==> config.mk <==
export PLATFORM = sky130hd
export DESIGN_NAME = yankee_solver
export DESIGN_NICKNAME = d
export VERILOG_FILES = /design/src/rtl/yankee_solver.sv
export SDC_FILE = /design/constraint.sdc
export NUM_CORES = 1
export LEC_CHECK = 0
export BUFFER_PORTS_ARGS = -buffer_cell sky130_fd_sc_hd__buf_2
export CELL_PAD_IN_SITES_DETAIL_PLACEMENT = 1
export CELL_PAD_IN_SITES_GLOBAL_PLACEMENT = 1
export CORE_UTILIZATION = 48
export CTS_CLUSTER_DIAMETER = 150
export DETAILED_ROUTE_END_ITERATION = 8
export PLACE_DENSITY = 0.79
export SETUP_SLACK_MARGIN = 0.4
export SYNTH_ARGS = -nofsm -noshare
export SYNTH_HDL_FRONTEND = slang
export SYNTH_SLANG_ARGS = --single-unit
==> constraint.sdc <==
create_clock -name clock -period 7.92 [get_ports clock]
set_clock_uncertainty 0.2 [all_clocks]
set_input_delay 0.792 -clock clock [delete_from_list [all_inputs] [get_ports clock]]
set_output_delay 0.792 -clock clock [all_outputs]
set_load 0.1 [all_outputs]
==> src/rtl/yankee_solver.sv <==
// Sequential quadratic evaluator: y = a*x^2 + b*x + c (mod 2^16, signed).
// A single shared 16-bit multiplier and one adder are sequenced by a small FSM.
// One evaluation takes four cycles after the capture edge.
module yankee_solver (
  input  logic        clock,
  input  logic [7:0]  x,
  input  logic [15:0] a,
  input  logic [15:0] b,
  input  logic [15:0] c,
  input  logic        enable,
  input  logic        reset,
  output logic [15:0] y,
  output logic        ready,
  output logic        valid
);

  typedef enum logic [2:0] {
    StIdle,
    StMulXx,
    StMulAxx,
    StMulBx,
    StSum
  } state_e;

  state_e      state_q, state_d;
  logic [7:0]  x_q, x_d;
  logic [15:0] a_q, a_d;
  logic [15:0] b_q, b_d;
  logic [15:0] c_q, c_d;
  logic [15:0] p_q, p_d;
  logic [15:0] q_q, q_d;
  logic [15:0] y_q, y_d;
  logic        valid_q, valid_d;

  logic [15:0] x_ext;
  logic [15:0] mul_a, mul_b, mul_p;

  assign x_ext = {{8{x_q[7]}}, x_q};

  // Shared multiplier operand select; only the low 16 bits of the product are
  // kept, which are the same for signed and unsigned operands.
  always_comb begin
    mul_a = x_ext;
    mul_b = x_ext;
    case (state_q)
      StMulAxx: begin
        mul_a = a_q;
        mul_b = p_q;
      end
      StMulBx: begin
        mul_a = b_q;
        mul_b = x_ext;
      end
      default: ;
    endcase
    mul_p = mul_a * mul_b;
  end

  // Next-state and datapath register updates.
  always_comb begin
    state_d = state_q;
    x_d     = x_q;
    a_d     = a_q;
    b_d     = b_q;
    c_d     = c_q;
    p_d     = p_q;
    q_d     = q_q;
    y_d     = y_q;
    valid_d = valid_q;
    case (state_q)
      StIdle: begin
        if (enable) begin
          x_d     = x;
          a_d     = a;
          b_d     = b;
          c_d     = c;
          valid_d = 1'b0;
          state_d = StMulXx;
        end
      end
      StMulXx: begin
        p_d     = mul_p;
        state_d = StMulAxx;
      end
      StMulAxx: begin
        p_d     = mul_p;
        state_d = StMulBx;
      end
      StMulBx: begin
        q_d     = mul_p;
        state_d = StSum;
      end
      StSum: begin
        y_d     = p_q + q_q + c_q;
        valid_d = 1'b1;
        state_d = StIdle;
      end
      default: state_d = StIdle;
    endcase
  end

  // State and datapath registers; reset aborts any evaluation in flight.
  always_ff @(posedge clock or posedge reset) begin
    if (reset) begin
      state_q <= StIdle;
      x_q     <= '0;
      a_q     <= '0;
      b_q     <= '0;
      c_q     <= '0;
      p_q     <= '0;
      q_q     <= '0;
      y_q     <= '0;
      valid_q <= 1'b0;
    end else begin
      state_q <= state_d;
      x_q     <= x_d;
      a_q     <= a_d;
      b_q     <= b_d;
      c_q     <= c_d;
      p_q     <= p_d;
      q_q     <= q_d;
      y_q     <= y_d;
      valid_q <= valid_d;
    end
  end

  // ready is decoded from the state register alone, so it is glitch-free and
  // has no path from the inputs.
  assign ready = (state_q == StIdle);
  assign y     = y_q;
  assign valid = valid_q;

endmodule

# == Word level (Yosys, flattened, before mapping) ==
# Index checks and enable logic that the tools add are counted.
# totals
reg_bits,108
input_bits,59
out_inout_bits,18
wordCells,28
# op_classes
n_addsub,2
multipliers,1
eq_ne,5
n_mux,6
n_reduce_logical,5
# ops
operator,n
adder 16 bit,2
one-hot mux 16 bit (2 select lines),1
multiplier 16 x 16 -> 16 bit,1
2-to-1 mux 16 bit,1
one-hot mux 3 bit (4 select lines),1
== test 3 x 2 -> 1 bit (second input constant),2
AND reduction 2 bit,2
== test 3 x 1 -> 1 bit (second input constant),1
== test 3 bit (second input constant),1
zero test 3 bit,1
2-to-1 mux 3 bit,1
!= test 2 bit (second input constant),1
one-hot mux 1 bit (2 select lines),1
nonzero test 2 bit,1
OR reduction 2 bit,1
2-to-1 mux 1 bit,1

# == Longest topological paths before layout ==
# logic_depth
depth_word,3
ltp_mapped,27
depth_no_buf,23

# == Worst setup path before layout ==
# OpenSTA, ideal clock, no wires.
# synth_timing
kind,flip-flop to flip-flop
startpoint,register state_q[0]
endpoint,register q_q[15]
arrival_ns,6.540
t_required_ns,7.587
setup_slack_ns,1.047
path_stages_with_launch,24
n_path_buf,4
path_cell_list,dfrtp_1 -> buf_4 -> nor3b_4 -> buf_6 -> clkbuf_1 -> buf_1 -> a21o_1 -> nand2_1 -> fa_1 -> inv_1 -> fa_1 -> inv_1 -> fa_1 -> fa_1 -> fa_1 -> fa_1 -> xnor2_1 -> xnor2_1 -> xnor2_1 -> xnor3_1 -> xnor3_1 -> xnor3_1 -> xnor2_1 -> o21ai_1
# synth_via
elab_chain_len,3
# synth_rtl
element,line,rtl
start: declaration,25,"state_e state_q, state_d;"
start signal: assignment,105,state_q <= StIdle;
start signal: assignment,115,state_q <= state_d;
"== test 3 x 2 -> 1 bit, on equally long branches","45, 70",
one-hot mux 16 bit (2 select lines) / 2-to-1 mux 16 bit (equally long branches),45,case (state_q)
multiplier 16 x 16 -> 16 bit,56,mul_p = mul_a * mul_b;
end signal: assignment,121,q_q <= q_d;
end: declaration,31,"logic [15:0] q_q, q_d;"
# Several ways; a longest one is shown, not always the timed one.
# A chain may end at the register's enable or synchronous reset.

# == Final worst setup path ==
# layout_timing
startpoint,register state_q[1]
endpoint,register p_q[15]
# layout_via
elab_chain_len,3
# layout_rtl
element,line,rtl
"== test 3 x 2 -> 1 bit, on equally long branches","45, 70",
one-hot mux 16 bit (2 select lines) / 2-to-1 mux 16 bit (equally long branches),45,
multiplier 16 x 16 -> 16 bit,56,
end signal: assignment,120,p_q <= p_d;
end: declaration,30,"logic [15:0] p_q, p_d;"
# Several ways; a longest one is shown, not always the timed one.

==> flow_metrics.tcl <==
set metrics [dict create \
    status "complete, no violations" \
    drt_pass1_iterations 4 \
    synth_cell_type_count 48 \
    drt_iter0_markers 279 \
    yosysMostFrequentCell "inv_1" \
    pin_count 77 \
    critPathKind "flip-flop to flip-flop" \
    grt_pass1_vias 7843 \
    postRouteAntennaNets 0 \
    wl_per_cell_um 19.1 \
    cts_setup_buffers 0 \
    htree_levels 3 \
    synth_nets 1187 \
    drv_slew 0 \
    numPortBuffers 76 \
    utilization 0.550 \
    synth_top_area_frac 0.287 \
    endpoint_kind "flip-flop" \
    ys_async_sr_fraction 1.00 \
    synth_common_cells "inv_1 (137), nand2_1 (132), dfrtp_1 (108), fa_1 (96), nor2_1 (79)" \
    die-area_um2 20200 \
    area_growth_syn_to_layout_pct 10.8 \
    grt_first_pass_wirelength_mm 41.0 \
    root_buffer "clkbuf_16" \
    grt_overflow 0 \
    num_vias 6906 \
    clock_sinks 108 \
    finalSetupViolCount 0 \
    syn_inst 969 \
    rows 50 \
    grt_util_all_layers 0.270 \
    viasPerCell 5.28 \
    holdBufCountCts 0 \
    synthTopCellsByArea "dfrtp_1 (29%), fa_1 (20%), ha_1 (8.4%)" \
    slew_headroom 0.268 \
    synth_edf_count 0 \
    hp-class "input pin to async pin" \
    synth-seq-cells 108 \
    place_inst 1291 \
    finalWirelength_mm 24.9 \
    ys_warn_count 0 \
    cts_resized 0 \
    worstPathArrival_ns 7.13 \
    ys.flop_type "dfrtp_1" \
    maxCapViolCount 0 \
    die_x_um 142 \
    antenna_cells 0 \
    cts_tree "yes" \
    synth_area_per_cell_um2 9.71 \
    slowest_delay_ns 0.57 \
    ys_seq_area_frac 0.287 \
    clockBufferDepth 2 \
    cp_max_fo 9 \
    post-route-period-util 0.898 \
    hpwl_mm 20.4 \
    synth_area_um2 9410 \
    path_cells "nor2b_2, buf_4, mux2i_1, nand2b_1, fa_1, fa_1, inv_1, fa_1, fa_1, inv_1, fa_1, fa_1, xnor2_1, xnor2_1, xnor2_1, xnor3_1, xnor3_1, xnor3_1, xnor2_1, o21ai_1" \
    worstPathRequired_ns 7.94 \
    antenna_found_initial 0 \
    core_area_um2 19000 \
    worst_slew_pin_slew_ns 1.10 \
    slowest_stage "mux2i_1" \
    rr_worst_depth 20 \
    cpMostUsedCell "fa_1" \
    drc 0 \
    grt_max_degree 75 \
    rsz0062_at_grt "no" \
    fmax_mhz 141 \
    die_h_um 142 \
    hold_viol_final 0 \
    initial_utilization 0.496 \
    drive_gt1_frac 0.176 \
    start_kind "flip-flop" \
    clkTransAtPathRegs_ns 0.09 \
    cts_made_buffers 9 \
    synth.largest_area_cell "dfrtp_1" \
    finalCriticalPeriod_ns 7.11 \
    final_cell_count_no_fill 1307 \
    fin_nets 1260 \
    clk_latency_ns 0.37 \
    whs_ns 0.227 \
    gp_congestion 0.896 \
    finalSetupTns_ns 0 \
]
-- kinds of logic (layout without fill, tap and decap cells) --
kind of cell / after synthesis / count (layout) / synth area share
multiplexers: 87 / 87 / 0.101
AO/OA/AOI/OAI: 131 / 131 / 0.0811
XOR/XNOR: 53 / 53 / 0.0545
AND/OR/NAND/NOR: 260 / 260 / 0.117
flip-flops: 108 / 108 / 0.287
buffers and inverters: 171 / 249 / 0.0715
adder cells (fa/ha/maj): 159 / 159 / 0.288
-- area by class of cell --
type / count / area, um2
multi-input cells: 690 / 6040
clock buffers: 9 / 225
flip-flops and latches: 108 / 2700
repair buffers: 96 / 531
inverters: 137 / 517
clock inverters: 7 / 83.8
well taps: 260 / 325
fillers: 2183 / 8530
-- per-layer routing --
| layer | wire length, um | global-route usage | vias to the layer above |
|---|---|---|---|
| met5 | 0 | 0 | - |
| met4 | 639 | 0.0866 | 0 |
| li1 | - | - | 3234 |
| met1 | 10700 | 0.331 | 3469 |
| met2 | 12700 | 0.482 | 152 |
| met3 | 944 | 0.0451 | 51 |
-- sequential cells by signal, indices dropped and copies added (netlist names), 3 cells and up --
name / count
y: 16
p_q: 16
state_q: 3
b_q: 16
a_q: 16
q_q: 16
x_q: 8
c_q: 16
-- critical path, delay by kind of cell (launching register included) --
kind / cells / cell delay, ns
muxes: 1 / 0.57
buffers and inverters: 3 / 0.37
AOI/OAI and AO/OA: 1 / 0.08
adders and majority gates: 6 / 2.91
xor gates and xnor gates: 7 / 1.71
DFF: 1 / 0.47
and+or+nand+nor: 2 / 0.65
-- placed cells by master (no fill, tap or decap), types with 4 or more instances in the layout --
cell       netlist  final
inv_1          137    136
nand2_1        132    132
dfrtp_1        108    108
fa_1            96     96
nor2_1          79     79
buf_2            1     76
ha_1            63     63
o21ai_0         61     61
mux2_2          57     57
xnor2_1         31     31
mux2i_1         28     28
a21oi_1         26     26
buf_4            2     20
xor2_1          18     18
a21o_1          15     15
nor3_1           9      9
nand2b_1         9      9
clkbuf_16        0      9
nor2b_1          8      7
o21a_1           6      6
or2_2            5      5
or3_1            4      4
nand3_1          4      4
o21ai_1          4      4
-- worst paths after layout --
| kind | endpoint | start | slack [ns] |
|---|---|---|---|
| min reg2reg | y[3]$_DFFE_PP0P_ | y[3]$_DFFE_PP0P_ | 0.28 |
| max in group asynchronous | c_q[10]$_DFFE_PP0P_ | reset | 5.95 |
| min | a_q[0]$_DFFE_PP0P_ | reset | 0.23 |
| max reg2reg | p_q[15]$_DFFE_PP0P_ | state_q[1]$_DFFE_PP0P_ | 0.81 |
| min in group clock | y[3]$_DFFE_PP0P_ | y[3]$_DFFE_PP0P_ | 0.28 |
| max | p_q[15]$_DFFE_PP0P_ | state_q[1]$_DFFE_PP0P_ | 0.81 |
-- stage by stage --
stage	instance area (um2)	setup WS (ns)
4_1_cts	10400	0.768
5_1_grt	10400	0.423
2_1_floorplan	9410	1.05
6_report	10400	0.811
3_5_place_dp	10100	0.799
3_3_place_gp	10100	0.952
Power is left out: the tool's default activity adds up to more than one toggle a clock period on the data nets, which glitch-free logic cannot reach.
